**src/rtl/fetch_sequencer_pkg.sv**
```systemverilog
// Shared encodings for the fetch sequencer: FSM states, opcode length field and length codes.
package fetch_sequencer_pkg;

    localparam int DATA_W      = 8;
    localparam int MAX_BYTES   = 3;
    localparam int OPC_LEN_MSB = DATA_W - 1;
    localparam int OPC_LEN_LSB = DATA_W - 2;

    typedef enum logic [2:0] {
        FS_IDLE  = 3'd0,
        FS_FETCH = 3'd1,
        FS_DONE  = 3'd2,
        FS_JMP_L = 3'd3,
        FS_JMP_H = 3'd4
    } fs_state_e;

    localparam logic [1:0] LEN_1   = 2'b00;
    localparam logic [1:0] LEN_2   = 2'b01;
    localparam logic [1:0] LEN_3   = 2'b10;
    localparam logic [1:0] LEN_RSV = 2'b11;

    // Index of the final byte slot for a given opcode length code; reserved codes fetch one byte.
    function automatic logic [1:0] last_idx(input logic [1:0] len_code);
        case (len_code)
            LEN_2:   last_idx = 2'd1;
            LEN_3:   last_idx = 2'd2;
            default: last_idx = 2'd0;
        endcase
    endfunction

endpackage

```
**src/rtl/fetch_sequencer_instr_buffer.sv**
```systemverilog
// Opcode plus two operand byte registers, written one slot at a time by the fetch sequencer.
module fetch_sequencer_instr_buffer
    import fetch_sequencer_pkg::*;
(
    input  logic                  i_clk,
    input  logic                  i_reset,
    input  logic                  i_we,
    input  logic [1:0]            i_idx,
    input  logic [DATA_W-1:0]     i_data,
    output logic [DATA_W-1:0]     o_opcode,
    output logic [2*DATA_W-1:0]   o_operand
);

    logic [DATA_W-1:0] r_opcode;
    logic [DATA_W-1:0] r_byte1;
    logic [DATA_W-1:0] r_byte2;

    // Opcode writes clear both operand bytes so short instructions read zero in unfetched slots.
    always_ff @(posedge i_clk or negedge i_reset) begin
        if (!i_reset) begin
            r_opcode <= '0;
            r_byte1  <= '0;
            r_byte2  <= '0;
        end else if (i_we) begin
            case (i_idx)
                2'd0: begin
                    r_opcode <= i_data;
                    r_byte1  <= '0;
                    r_byte2  <= '0;
                end
                2'd1:    r_byte1 <= i_data;
                2'd2:    r_byte2 <= i_data;
                default: ;
            endcase
        end
    end

    assign o_opcode  = r_opcode;
    assign o_operand = {r_byte2, r_byte1};

endmodule

```
**src/rtl/fetch_sequencer.sv**
```systemverilog
// Fetch/jump control stage driving the PC strobes and assembling 1-3 byte instructions for the decoder.
module fetch_sequencer
    import fetch_sequencer_pkg::*;
(
    input  logic                  i_clk,
    input  logic                  i_reset,
    input  logic                  i_run,
    input  logic [DATA_W-1:0]     i_mem_data,
    input  logic                  i_mem_ready,
    output logic                  o_mem_rd,
    output logic                  o_pc_cs,
    output logic                  o_pc_oe_a,
    output logic                  o_pc_cnt_en,
    output logic                  o_pc_we_l,
    output logic                  o_pc_we_h,
    output logic [DATA_W-1:0]     o_bus_out,
    output logic                  o_bus_oe,
    output logic [DATA_W-1:0]     o_opcode,
    output logic [2*DATA_W-1:0]   o_operand,
    output logic                  o_instr_valid,
    input  logic                  i_instr_ack,
    input  logic                  i_jump_req,
    input  logic [DATA_W-1:0]     i_jump_lo,
    input  logic [DATA_W-1:0]     i_jump_hi
);

    fs_state_e         r_state;
    fs_state_e         w_state_nxt;
    logic [1:0]        r_idx;
    logic [1:0]        w_idx_nxt;
    logic [1:0]        r_last_idx;
    logic [1:0]        w_last_idx;
    logic              w_capture;
    logic              w_last_byte;
    logic              w_jump_take;
    logic [DATA_W-1:0] r_jump_lo;
    logic [DATA_W-1:0] r_jump_hi;

    // While the opcode is on the bus its length comes straight from mem_data, afterwards from the register.
    assign w_capture   = (r_state == FS_FETCH) && i_mem_ready;
    assign w_last_idx  = (r_idx == 2'd0) ? last_idx(i_mem_data[OPC_LEN_MSB:OPC_LEN_LSB]) : r_last_idx;
    assign w_last_byte = (r_idx == w_last_idx);
    assign w_jump_take = (r_state == FS_DONE) && i_instr_ack && i_jump_req;

    always_ff @(posedge i_clk or negedge i_reset) begin
        if (!i_reset) begin
            r_state    <= FS_IDLE;
            r_idx      <= 2'd0;
            r_last_idx <= 2'd0;
            r_jump_lo  <= '0;
            r_jump_hi  <= '0;
        end else begin
            r_state <= w_state_nxt;
            r_idx   <= w_idx_nxt;
            if (w_capture && (r_idx == 2'd0)) begin
                r_last_idx <= w_last_idx;
            end
            if (w_jump_take) begin
                r_jump_lo <= i_jump_lo;
                r_jump_hi <= i_jump_hi;
            end
        end
    end

    always_comb begin
        w_state_nxt   = r_state;
        w_idx_nxt     = r_idx;
        o_mem_rd      = 1'b0;
        o_pc_cs       = 1'b0;
        o_pc_oe_a     = 1'b0;
        o_pc_cnt_en   = 1'b0;
        o_pc_we_l     = 1'b0;
        o_pc_we_h     = 1'b0;
        o_bus_out     = '0;
        o_bus_oe      = 1'b0;
        o_instr_valid = 1'b0;
        case (r_state)
            FS_IDLE: begin
                w_idx_nxt = 2'd0;
                if (i_run) w_state_nxt = FS_FETCH;
            end
            FS_FETCH: begin
                o_pc_cs     = 1'b1;
                o_pc_oe_a   = 1'b1;
                o_mem_rd    = 1'b1;
                o_pc_cnt_en = i_mem_ready;
                if (i_mem_ready) begin
                    if (w_last_byte) begin
                        w_state_nxt = FS_DONE;
                        w_idx_nxt   = 2'd0;
                    end else begin
                        w_idx_nxt = r_idx + 2'd1;
                    end
                end
            end
            FS_DONE: begin
                o_instr_valid = 1'b1;
                if (i_instr_ack) begin
                    if (i_jump_req)  w_state_nxt = FS_JMP_L;
                    else if (i_run)  w_state_nxt = FS_FETCH;
                    else             w_state_nxt = FS_IDLE;
                end
            end
            FS_JMP_L: begin
                o_pc_cs     = 1'b1;
                o_pc_we_l   = 1'b1;
                o_bus_oe    = 1'b1;
                o_bus_out   = r_jump_lo;
                w_state_nxt = FS_JMP_H;
            end
            FS_JMP_H: begin
                o_pc_cs     = 1'b1;
                o_pc_we_h   = 1'b1;
                o_bus_oe    = 1'b1;
                o_bus_out   = r_jump_hi;
                w_state_nxt = i_run ? FS_FETCH : FS_IDLE;
            end
            default: w_state_nxt = FS_IDLE;
        endcase
    end

    fetch_sequencer_instr_buffer u_instr_buffer (
        .i_clk     (i_clk),
        .i_reset   (i_reset),
        .i_we      (w_capture),
        .i_idx     (r_idx),
        .i_data    (i_mem_data),
        .o_opcode  (o_opcode),
        .o_operand (o_operand)
    );

endmodule

```
**config.mk**
```make
export PLATFORM = sky130hd
export DESIGN_NAME = fetch_sequencer
export DESIGN_NICKNAME = d
export VERILOG_FILES = /design/src/rtl/fetch_sequencer_pkg.sv /design/src/rtl/fetch_sequencer_instr_buffer.sv /design/src/rtl/fetch_sequencer.sv
export SDC_FILE = /design/constraint.sdc
export NUM_CORES = 1
export LEC_CHECK = 0
export ABC_AREA = 1
export CORE_ASPECT_RATIO = 1.4
export CORE_UTILIZATION = 50
export CTS_BUF_LIST = sky130_fd_sc_hd__clkbuf_4
export DETAILED_ROUTE_END_ITERATION = 8
export PLACE_DENSITY = 0.85
export SLEW_MARGIN = 0
export SYNTH_ARGS = -nofsm -noshare
export SYNTH_HDL_FRONTEND = slang
export SYNTH_SLANG_ARGS = --single-unit
```
**constraint.sdc**
```tcl
create_clock -name i_clk -period 2.8 [get_ports i_clk]
set_input_delay 0.28 -clock i_clk [delete_from_list [all_inputs] [get_ports i_clk]]
set_output_delay 0.28 -clock i_clk [all_outputs]
set_load 0.02 [all_outputs]
```
After elaboration in Yosys (flattened, before gate mapping)
Cells that the tools add are included.
{"block": "totals", "register_bits": 47, "latch_bits": 0, "mem_bits_rw": 0, "rom_bits": 0, "n_memories": 0}
{"block": "op_classes", "addsub": 1, "multipliers": 0, "n_div": 0, "n_lt_le_gt_ge": 0, "eq_ne": 13, "shifts": 0, "mux": 22, "n_bitwise": 0, "n_reduce_logical": 16}
{"cell": "8-bit case mux with 2 select lines", "n": 3}
{"cell": "3-bit case mux with 5 select lines", "n": 1}
{"cell": "3-bit 2-to-1 mux", "n": 4}
{"cell": "1-bit 2-to-1 mux", "n": 8}
{"cell": "2-bit 2-to-1 mux", "n": 4}
{"cell": "2-bit != test, second input constant", "n": 4}
{"cell": "2-bit case mux with 2 select lines", "n": 2}
{"cell": "2-bit AND reduction", "n": 4}
{"cell": "3-bit by 2-bit == test with 1-bit output, second input constant", "n": 2}
{"cell": "2-bit nonzero test", "n": 3}
{"cell": "2-bit by 1-bit == test with 1-bit output, second input constant", "n": 2}
{"cell": "2-bit == test, second input constant", "n": 2}
{"cell": "1-bit logical AND", "n": 4}
{"cell": "4-bit AND reduction", "n": 1}
{"cell": "3-bit by 1-bit == test with 1-bit output, second input constant", "n": 1}
{"cell": "3-bit == test, second input constant", "n": 1}
{"cell": "3-bit logical NOT", "n": 1}
{"cell": "3-bit OR reduction", "n": 1}
{"cell": "2-bit by 1-bit adder with 2-bit output, second input constant", "n": 1}
{"cell": "2-bit == test", "n": 1}
{"cell": "2-bit logical NOT", "n": 1}
{"cell": "2-bit OR reduction", "n": 1}

Logic depth before layout (Yosys ltp)
Gate-level depths: netlist (run 1).
{"block": "logic_depth", "ltp_word": 7, "ltp_mapped": 12}

Cells and area by module
Synthesis (run 1) repeated with hierarchy kept, for this count alone.
{"block": "unflattened", "cells_unflattened": 224, "hier_area_um2": 2212.1}
{"mod": "fetch_sequencer", "n_inst": 1, "cells_each": 117, "area_each_um2": 1198.6}
{"mod": "fetch_sequencer_instr_buffer", "n_inst": 1, "cells_each": 107, "area_each_um2": 1013.5}

Worst setup path before layout (run 1)
Ideal clock, no wire load.
{"block": "synth_timing", "kind": "register to output", "from": "reg r_state[2]", "to": "out o_bus_out[0]", "t_arrival_ns": 1.474, "t_required_ns": 2.520, "slack_ns": 1.046, "stages_incl_launch_ff": 5, "n_path_buf": 0, "cell_sequence": "dfrtp_1 inv_1 nand2_2 nor2_1 a22o_1"}
{"block": "synth_via", "elab_chain_cells": 2, "elab_cells_between_ends": 3, "cone_classes": "2 x eq/ne; 1 x mux"}
{"element": "start: declaration", "line_no": "fetch_sequencer.sv:27", "rtl": "fs_state_e r_state;"}
{"element": "start signal: assignment", "line_no": "fetch_sequencer.sv:53", "rtl": "r_state <= w_state_nxt;"}
{"element": "3-bit == test / 3-bit by 2-bit == test with 1-bit output (equally long branches)", "line_no": "fetch_sequencer.sv:77", "rtl": "case (r_state)"}
{"element": "8-bit case mux with 2 select lines (*)", "line_no": "fetch_sequencer.sv:77"}
{"element": "end: declaration", "line_no": "fetch_sequencer.sv:16", "rtl": "output logic [DATA_W-1:0] o_bus_out,"}
Mark *: on every way between the ends. The rest lies on a longest branch, timed or not.

Worst setup path after layout (run 1)
{"block": "layout_timing", "from": "reg r_state[2]", "to": "out o_bus_out[2]"}
The elaborated chain is that of the path after synthesis.

==> impl_metrics.py, run 1 <==
metrics = {
    "status": {
        "status": "complete, but fails checks",
        "violations": "DRC",
    },
    "synth": {
        "synth_compound_area_share_pct": 9.60,
        "avgSynthCellArea_sq_um": 10.6,
        "synthMuxAreaShare_pct": 9.94,
        "synth_top_family_by_area": "simple AND/OR/NAND/NOR gates",
        "yosys.area_share.simple_pct": 18.2,
        "synth_area_leaders": "dfrtp_1 54%, mux2_4 6.9%, nand2_1 6.7%, o21ai_1 5.5%, nand3_1 5.3%",
        "synthAdderAreaFrac_pct": 1.71,
        "synth_xor_xnor_area_share_pct": 0,
        "synth_top_cell_by_area": "dfrtp_1",
        "synthCells": 206,
        "ys_types": 22,
        "synth_seq_cells": 47,
        "yosysWarnings": 0,
        "ys_seq_area_share_pct": 53.7,
        "yosysTopAreaCellShare_pct": 53.7,
        "netlist_area_sq_um": 2190,
        "synth_nets": 239,
    },
    "power": {
        "clockPowerShare_pct": 16.5,
        "combPwrFrac_pct": 46.6,
        "p_per_area_nw_per_um2": 1020,
        "swShare_pct": 36.9,
        "p_leak_nw": 1.42,
        "seq_power_share_pct": 36.9,
        "vdd_drop_max_uv": 600,
        "p_int_mw": 1.91,
        "p_switching_mw": 1.11,
    },
    "finish": {
        "final_cell_area_sq_um": 2960,
        "n_antenna_cell": 0,
        "drive_gt1_share_pct": 12.7,
        "final_nets": 308,
        "syn_to_final_growth_pct": 35.3,
    },
    "timing": {
        "finalCriticalPeriod_ns": 2.61,
        "slew_violations": 0,
        "rsz0062_at_grt": "no",
        "min_period_over_period_pct": 93.3,
        "max_freq_ghz": 0.383,
        "hold_violations": 0,
        "relSlewSlack_pct": 32.6,
        "fin_skew_ns": 0.0135,
        "tightest_slew_ns": 1.01,
        "hold_ws_ns": 0.0760,
        "setup-violations-final": 0,
        "fin_tns_setup_ns": 0,
    },
    "worst_setup_path": {
        "cp.required_ns": 2.52,
        "cp-end-kind": "output port",
        "crit_arrival_ns": 2.33,
        "reg2regPathDepth": 8,
        "cp_max_fo": 9,
        "cp_top_family": "buffers and inverters",
        "critPathKind": "reg -> out",
        "critPathBufInv": 2,
        "crit_path_start_kind": "flip-flop",
        "crit_cells": 5,
        "slowest_delay_ns": 0.60,
        "crit_chain": "inv_1 -> nand2_2 -> nor2_1 -> a22o_1 -> clkdlybuf4s50_1",
        "cpMaxStageDelayCell": "clkdlybuf4s50_1",
    },
    "clock_network": {
        "cts_made_buffers": 5,
        "cts-root-buf": "clkbuf_4",
        "cts_setup_buffers": 0,
        "cts_resized": 0,
        "path_clk_slew_ns": 0.14,
        "cts_max_level": 2,
        "cts_tree": "built",
        "clock_latency_ns": 0.35,
        "cts_hold_buf": 0,
        "cts.sinks": 47,
        "ctsLongestPathBuffers": 2,
    },
    "global_route": {
        "grt_pass1_wl_microns": 7100,
        "use_met3_pct": 4.83,
        "grt_usage_pct": 20.1,
        "antenna_found_initial": 0,
        "grtUsageMet1_pct": 24.2,
        "overflow": 0,
        "grt_pass1_vias": 1556,
        "grt-busiest-layer": "met2",
        "grt_max_degree": 48,
        "grt_use_met2_pct": 34.6,
    },
    "floorplan": {
        "dieHeight_microns": 80.3,
        "initial_core_util_pct": 52.1,
        "core_area_sq_um": 4200,
        "num_rows": 28,
        "die_area_sq_um": 4650,
        "ios": 70,
        "fp.dieW_microns": 57.9,
    },
    "detailed_routing": {
        "wl_microns": 4370,
        "drc": 4,
        "first_iter_violations": 110,
        "firstDrtPassIters": 9,
        "vias": 1693,
        "postRouteAntennaNets": 0,
        "drt-wirelength-per-cell_microns": 13.6,
        "via_per_inst": 5.27,
    },
    "placed_design": {
        "port_buffers": 69,
        "dpl-instance-area_sq_um": 2860,
        "routabilityCongestion": 0.775,
        "dp_hpwl_microns": 3150,
    },
    "worst_hold_path": {
        "min_path_type": "in -> async",
    },
    "run": {
        "cap_violations": 0,
    },
}
==> layout by cell type (no fill, tap or decap) <==
cell / n
a22o_1: 8
buf_2: 1
bufinv_16: 2
clkbuf_4: 6
clkdlybuf4s50_1: 68
clkinv_1: 1
dfrtp_1: 47
ha_1: 3
inv_1: 17
inv_2: 2
mux2_2: 6
mux2_4: 10
nand2_1: 39
nand2_2: 1
nand2_4: 3
nand3_1: 23
nand3_4: 1
nand4_1: 2
nor2_1: 5
nor2_4: 1
nor2_8: 1
nor3_4: 1
o21ai_0: 4
o21ai_1: 24
==> registers in the layout, indices dropped and copies added, names as in the netlist <==
signal / cells
r_idx: 2
r_state: 3
u_instr_buffer.o_opcode: 8
u_instr_buffer.r_byte1: 8
r_jump_hi: 8
u_instr_buffer.r_byte2: 8
r_jump_lo: 8
r_last_idx: 2
==> per-stage QoR <==
step	power, mW	setup WS (ns)	instances	util (%)
floorplan	2.02	1.05	206	-
global placement	2.51	0.669	313	67.9
detailed placement	2.54	0.579	313	67.9
CTS	3.05	0.174	321	70.4
global route	3.22	0.0597	321	70.4
finish	3.02	0.188	321	70.4
==> worst reg2reg max path: cells and delay by family, from the launching register on <==
kind	cells	cell delay, ns
AO/OA/AOI/OAI	1	0.08
flip-flops	1	0.44
buffers and inverters	2	0.20
AND/OR/NAND/NOR	5	0.84
==> layer usage <==
layer / vias up / part of all wire (%)
li1: 834 / -
met1: 806 / 42
met2: 47 / 53
met3: 6 / 3.8
met4: 0 / 1.6
met5: - / 0
==> cells in the mapped netlist <==
| library cell | number |
|---|---|
| nor3_4 | 1 |
| nand3_1 | 23 |
| nand2_4 | 3 |
| o21ai_1 | 24 |
| inv_1 | 17 |
| inv_2 | 2 |
| nand2_2 | 1 |
| buf_4 | 1 |
| o21ai_0 | 4 |
| nand4_1 | 2 |
| nor2_8 | 1 |
| clkinv_1 | 1 |
| a22o_1 | 8 |
| nor2_4 | 1 |
| ha_1 | 3 |
| nand2_1 | 39 |
| mux2_2 | 6 |
| dfrtp_1 | 47 |
| mux2_4 | 10 |
| nand3_4 | 1 |
| nor2_1 | 5 |
| buf_6 | 6 |
==> power by group through the flow <==
stage | registers [mW] | logic, mW | clock network (mW)
finish | 1.12 | 1.41 | 0.500
detailed placement | 1.13 | 1.42 | 0
global placement | 1.13 | 1.38 | 0
floorplan | 1.24 | 0.787 | 0
global route | 1.15 | 1.53 | 0.536
CTS | 1.12 | 1.42 | 0.512
==> layout make-up <==
class | instances | area, sq um
inverter | 20 | 75.1
tap | 45 | 56.3
clock inverter | 2 | 60.1
fill | 334 | 1240
timing repair buffer | 69 | 686
clock buffer | 6 | 45.0
multi-input combinational | 132 | 863
sequential | 47 | 1180
==> cells by family after synthesis <==
kind of cell,after synthesis
AOI/OAI and AO/OA,36
adders and majority gates,3
buffers and inverters,27
DFF,47
muxes,16
and+or+nand+nor,77
==> worst paths after layout <==
| kind | end | slack [ns] | start |
|---|---|---|---|
| setup / recovery | o_bus_out[2] | 0.19 | r_state[2] |
| hold / removal | u_instr_buffer.r_byte2[4] | 0.08 | i_reset |
| setup reg to reg | u_instr_buffer.r_byte2[1] | 1.17 | r_state[2] |
| hold reg to reg | r_last_idx[0] | 0.50 | r_last_idx[0] |
| max in group asynchronous | r_state[2] | 2.09 | i_reset |
| min in group i_clk | r_last_idx[0] | 0.50 | r_last_idx[0] |
(Power assumes the default switching activity.)
==> run 2: changes to the inputs <==
--- a/config.mk
+++ b/config.mk
@@ -6,6 +6,7 @@
 export NUM_CORES = 1
 export LEC_CHECK = 0
 export ABC_AREA = 1
+export CAP_MARGIN = 20
 export CORE_ASPECT_RATIO = 1.4
 export CORE_UTILIZATION = 50
 export CTS_BUF_LIST = sky130_fd_sc_hd__clkbuf_4
==> constraint.sdc (replaced) <==
create_clock -name i_clk -period 3.02 [get_ports i_clk]
set_input_delay 0.302 -clock i_clk [delete_from_list [all_inputs] [get_ports i_clk]]
set_output_delay 0.302 -clock i_clk [all_outputs]
set_load 0.02 [all_outputs]
==> impl_metrics.py, run 2 (synthesis gave the netlist of run 1 again) <==
metrics = {
    "clock_network": {
        "ctsLongestPathBuffers": 2,
        "cts-root-buf": "clkbuf_4",
        "cts_made_buffers": 5,
        "clock_latency_ns": 0.36,
        "cts.sinks": 47,
        "cts_setup_buffers": 0,
        "path_clk_slew_ns": 0.15,
        "cts_max_level": 2,
        "cts_tree": "built",
    },
    "detailed_routing": {
        "first_iter_violations": 77,
        "drc": 2,
        "firstDrtPassIters": 9,
        "vias": 1747,
        "via_per_inst": 5.41,
        "wl_microns": 4460,
        "drt-wirelength-per-cell_microns": 13.8,
        "postRouteAntennaNets": 0,
    },
    "finish": {
        "final_common_cell": "clkdlybuf4s50_1",
        "drive_gt1_share_pct": 12.9,
        "final_nets": 310,
        "final_cell_area_sq_um": 2970,
        "finish.utilization_pct": 70.6,
        "multi_input_area_sq_um": 863,
        "n_antenna_cell": 0,
        "ff_latch_area_sq_um": 1180,
        "n_fill_cell": 326,
        "syn_to_final_growth_pct": 35.5,
        "fin_cells": 323,
        "final_cell_mix": "68 x clkdlybuf4s50_1, 47 x dfrtp_1, 39 x nand2_1, 24 x o21ai_1, 23 x nand3_1",
    },
    "placed_design": {
        "port_buffers": 69,
        "dp_hpwl_microns": 3220,
        "pre_cts_ws_ns": 0.791,
        "numPlacedInstances": 313,
        "routabilityCongestion": 0.774,
        "dpl-instance-area_sq_um": 2860,
    },
    "power": {
        "combPwrFrac_pct": 47.9,
        "p_per_area_nw_per_um2": 922,
        "p_total_mw": 2.74,
        "clockPowerShare_pct": 14.0,
        "p_int_mw": 1.68,
        "vdd_drop_max_uv": 591,
        "swShare_pct": 38.6,
        "p_leak_nw": 1.43,
        "p_switching_mw": 1.06,
        "seq_power_share_pct": 38.1,
    },
    "floorplan": {
        "initial_core_util_pct": 52.1,
        "core_area_sq_um": 4200,
        "die_area_sq_um": 4650,
        "fp.dieW_microns": 57.9,
        "dieHeight_microns": 80.3,
        "num_rows": 28,
        "ios": 70,
    },
    "worst_setup_path": {
        "cp.required_ns": 2.72,
        "cp-end-kind": "output port",
        "critPathKind": "reg -> out",
        "crit_path_start_kind": "flip-flop",
        "crit_arrival_ns": 2.35,
        "cp_max_fo": 9,
    },
    "timing": {
        "max_freq_ghz": 0.378,
        "setup-violations-final": 0,
        "slew_violations": 0,
        "fin_tns_setup_ns": 0,
        "finalCriticalPeriod_ns": 2.65,
        "tightest_slew_ns": 0.581,
        "min_period_over_period_pct": 87.7,
        "fin_skew_ns": 0.0114,
        "hold_violations": 0,
        "rsz0062_at_grt": "no",
        "relSlewSlack_pct": 61.1,
        "fin_ws_ns": 0.372,
        "hold_ws_ns": 0.280,
    },
    "run": {
        "cap_violations": 0,
    },
    "global_route": {
        "grt_max_degree": 48,
        "grt_usage_pct": 20.8,
        "grt_pass1_vias": 1641,
        "grt_use_met2_pct": 36.1,
        "overflow": 0,
        "use_met3_pct": 4.35,
        "grtUsageMet1_pct": 24.2,
        "antenna_found_initial": 0,
        "grt-busiest-layer": "met2",
        "grt_pass1_wl_microns": 7360,
    },
    "status": {
        "violations": "DRC",
        "status": "complete, but fails checks",
    },
    "worst_hold_path": {
        "min_path_type": "in -> async",
    },
}
==> run 2: changes by cell type in the layout (fill, tap and decap cells not counted) <==
cell / change
dlygate4sd3_1: +1
clkbuf_4: -1
bufinv_16: -1
buf_12: +1
clkinv_2: +1
clkinv_4: +1
==> run 2: area by class of cell <==
cell class,count,area share [%]
Clock inverter,3,1.48
Clock buffer,5,1.26
Sequential cell,47,39.6
Tap cell,45,1.90
Inverter,20,2.53
Multi-Input combinational cell,132,29.1
Timing Repair Buffer,71,24.1
==> run 2: repair_timing <==
action	in CTS	in global routing
resized for setup	0	0
hold buffers	0	1
endpoints found under the hold margin	0	6
==> run 2: final timing paths <==
kind	from	endpoint	slack, ns	depth (start not counted)
min in group i_clk	r_last_idx[1]	r_last_idx[1]	0.51	2
worst min register to register	r_last_idx[1]	r_last_idx[1]	0.51	2
worst max-delay path	r_state[2]	o_bus_out[7]	0.37	5
max in group asynchronous	i_reset	r_jump_lo[7]	2.28	3
worst min-delay path	i_reset	u_instr_buffer.r_byte2[5]	0.28	2
worst max register to register	r_idx[0]	r_state[0]	1.38	11
==> run 2: worst max-delay path, stage by stage (launching register included) <==
cell	delay, ns
dfrtp_1	0.44
inv_1	0.10
nand2_2	0.10
nor2_1	0.47
a22o_1	0.27
clkdlybuf4s50_1	0.61
==> run 2: power groups by stage <==
| stage | sequential [mW] | combinational (mW) | clock, mW |
|---|---|---|---|
| after global placement | 1.04 | 1.28 | 0 |
| after detailed placement | 1.05 | 1.32 | 0 |
| after global routing | 1.07 | 1.43 | 0.416 |
| after floorplan | 1.15 | 0.729 | 0 |
| final | 1.04 | 1.31 | 0.382 |
| after CTS | 1.04 | 1.32 | 0.398 |
==> run 2: metal layers <==
| layer | part of all wire [%] | vias to the layer above |
|---|---|---|
| li1 | - | 839 |
| met1 | 40 | 848 |
| met2 | 54 | 53 |
| met3 | 3.8 | 7 |
| met4 | 2.0 | 0 |
| met5 | 0 | - |
==> run 3: changes to the inputs <==
--- a/config.mk
+++ b/config.mk
@@ -6,7 +6,6 @@
 export NUM_CORES = 1
 export LEC_CHECK = 0
 export ABC_AREA = 1
-export CAP_MARGIN = 20
 export CORE_ASPECT_RATIO = 1.4
 export CORE_UTILIZATION = 50
 export CTS_BUF_LIST = sky130_fd_sc_hd__clkbuf_4
==> impl_metrics.py, run 3 (synthesis gave the netlist of run 1 again) <==
metrics = {
    "status": {
        "status": "complete, but fails checks",
        "violations": "DRC",
    },
    "clock_network": {
        "cts_tree": "built",
        "cts_made_buffers": 5,
        "cts-root-buf": "clkbuf_4",
        "cts_resized": 0,
        "cts_max_level": 2,
        "path_clk_slew_ns": 0.14,
        "cts.sinks": 47,
        "cts_setup_buffers": 0,
        "ctsLongestPathBuffers": 2,
        "cts_hold_buf": 0,
        "clock_latency_ns": 0.36,
    },
    "floorplan": {
        "fp.dieW_microns": 57.9,
        "core_area_sq_um": 4200,
        "ios": 70,
        "die_area_sq_um": 4650,
        "num_rows": 28,
        "initial_core_util_pct": 52.1,
        "dieHeight_microns": 80.3,
    },
    "worst_setup_path": {
        "crit_path_start_kind": "flip-flop",
        "crit_arrival_ns": 2.36,
        "ff2ff_setup_slack_ns": 1.38,
        "critPathKind": "reg -> out",
        "reg2regPathDepth": 11,
        "reg2reg_to": "r_state[0]",
        "reg2reg_from": "r_idx[0]",
        "cp_max_fo": 9,
        "cp-end-kind": "output port",
        "cp.required_ns": 2.72,
    },
    "detailed_routing": {
        "drc": 5,
        "postRouteAntennaNets": 0,
        "wl_microns": 4460,
        "vias": 1718,
        "firstDrtPassIters": 7,
        "first_iter_violations": 89,
        "drt-wirelength-per-cell_microns": 13.9,
        "via_per_inst": 5.35,
    },
    "timing": {
        "min_period_over_period_pct": 88.0,
        "slew_violations": 0,
        "fin_tns_setup_ns": 0,
        "rsz0062_at_grt": "no",
        "hold_violations": 0,
        "setup-violations-final": 0,
        "tightest_slew_ns": 1.02,
        "finalCriticalPeriod_ns": 2.66,
        "fin_skew_ns": 0.00972,
        "max_freq_ghz": 0.376,
        "hold_ws_ns": 0.0958,
        "relSlewSlack_pct": 31.9,
    },
    "finish": {
        "n_fill_cell": 330,
        "final_common_cell": "clkdlybuf4s50_1",
        "syn_to_final_growth_pct": 34.2,
        "final_cell_mix": "68 x clkdlybuf4s50_1, 47 x dfrtp_1, 39 x nand2_1, 24 x o21ai_1, 23 x nand3_1",
        "drive_gt1_share_pct": 12.7,
        "n_antenna_cell": 0,
        "final_nets": 308,
    },
    "power": {
        "p_per_area_nw_per_um2": 929,
        "p_total_mw": 2.73,
        "p_leak_nw": 1.41,
        "vdd_drop_max_uv": 590,
    },
    "global_route": {
        "grt_usage_pct": 20.8,
        "overflow": 0,
        "antenna_found_initial": 0,
        "grt_max_degree": 48,
        "grt_pass1_wl_microns": 7360,
        "grt_pass1_vias": 1641,
    },
    "placed_design": {
        "dp_hpwl_microns": 3220,
        "routabilityCongestion": 0.774,
        "port_buffers": 69,
    },
    "run": {
        "cap_violations": 0,
    },
    "worst_hold_path": {
        "min_path_type": "in -> async",
    },
}
[run 3: cell type report]
type | instances | area, sq um | area share, %
Timing Repair Buffer | 69 | 686 | 23.3
Clock inverter | 3 | 43.8 | 1.49
Multi-Input combinational cell | 132 | 863 | 29.4
Clock buffer | 5 | 37.5 | 1.28
Tap cell | 45 | 56.3 | 1.92
Inverter | 20 | 75.1 | 2.56
Sequential cell | 47 | 1180 | 40.0
[run 3: power by group]
part	internal, mW	switching (mW)
registers	0.875	0.166
logic	0.626	0.682
clock network	0.175	0.204
total	1.68	1.05
[run 3: worst max path at each step]
stage                from           end  slack, ns  depth (start not counted)
2_1_floorplan  r_state[2]  o_bus_out[0]       1.24                          4
3_3_place_gp   r_state[2]  o_bus_out[1]       0.87                          5
5_1_grt        r_state[2]  o_bus_out[7]       0.26                          5
3_5_place_dp   r_state[2]  o_bus_out[7]       0.79                          5
4_1_cts        r_state[2]  o_bus_out[7]       0.37                          5
6_report       r_state[2]  o_bus_out[7]       0.36                          5
[run 3: critical path, cell delays in order, from the launching register on]
cell and delay, ns:
dfrtp_1 0.44, inv_1 0.10, nand2_2 0.10, nor2_1 0.48
a22o_1 0.28, clkdlybuf4s50_1 0.61
[run 3: per-layer routing]
metal  share of wire (%)  vias to the layer above  global-route usage [%]
met1                  42                      828                    24.2
met2                  53                       54                    36.1
li1                    -                      832                       -
met3                 3.8                        4                    4.35
met4                 1.0                        0                    9.52
met5                   0                        -                       0
[run 3: through the flow]
step	setup slack, ns	cell area (sq um)	utilization [%]	std cells
2_1_floorplan	1.24	2190	-	206
3_5_place_dp	0.791	2860	67.9	313
5_1_grt	0.257	2940	69.9	321
3_3_place_gp	0.871	2860	67.9	313
6_report	0.362	2940	69.9	321
4_1_cts	0.367	2940	69.9	321
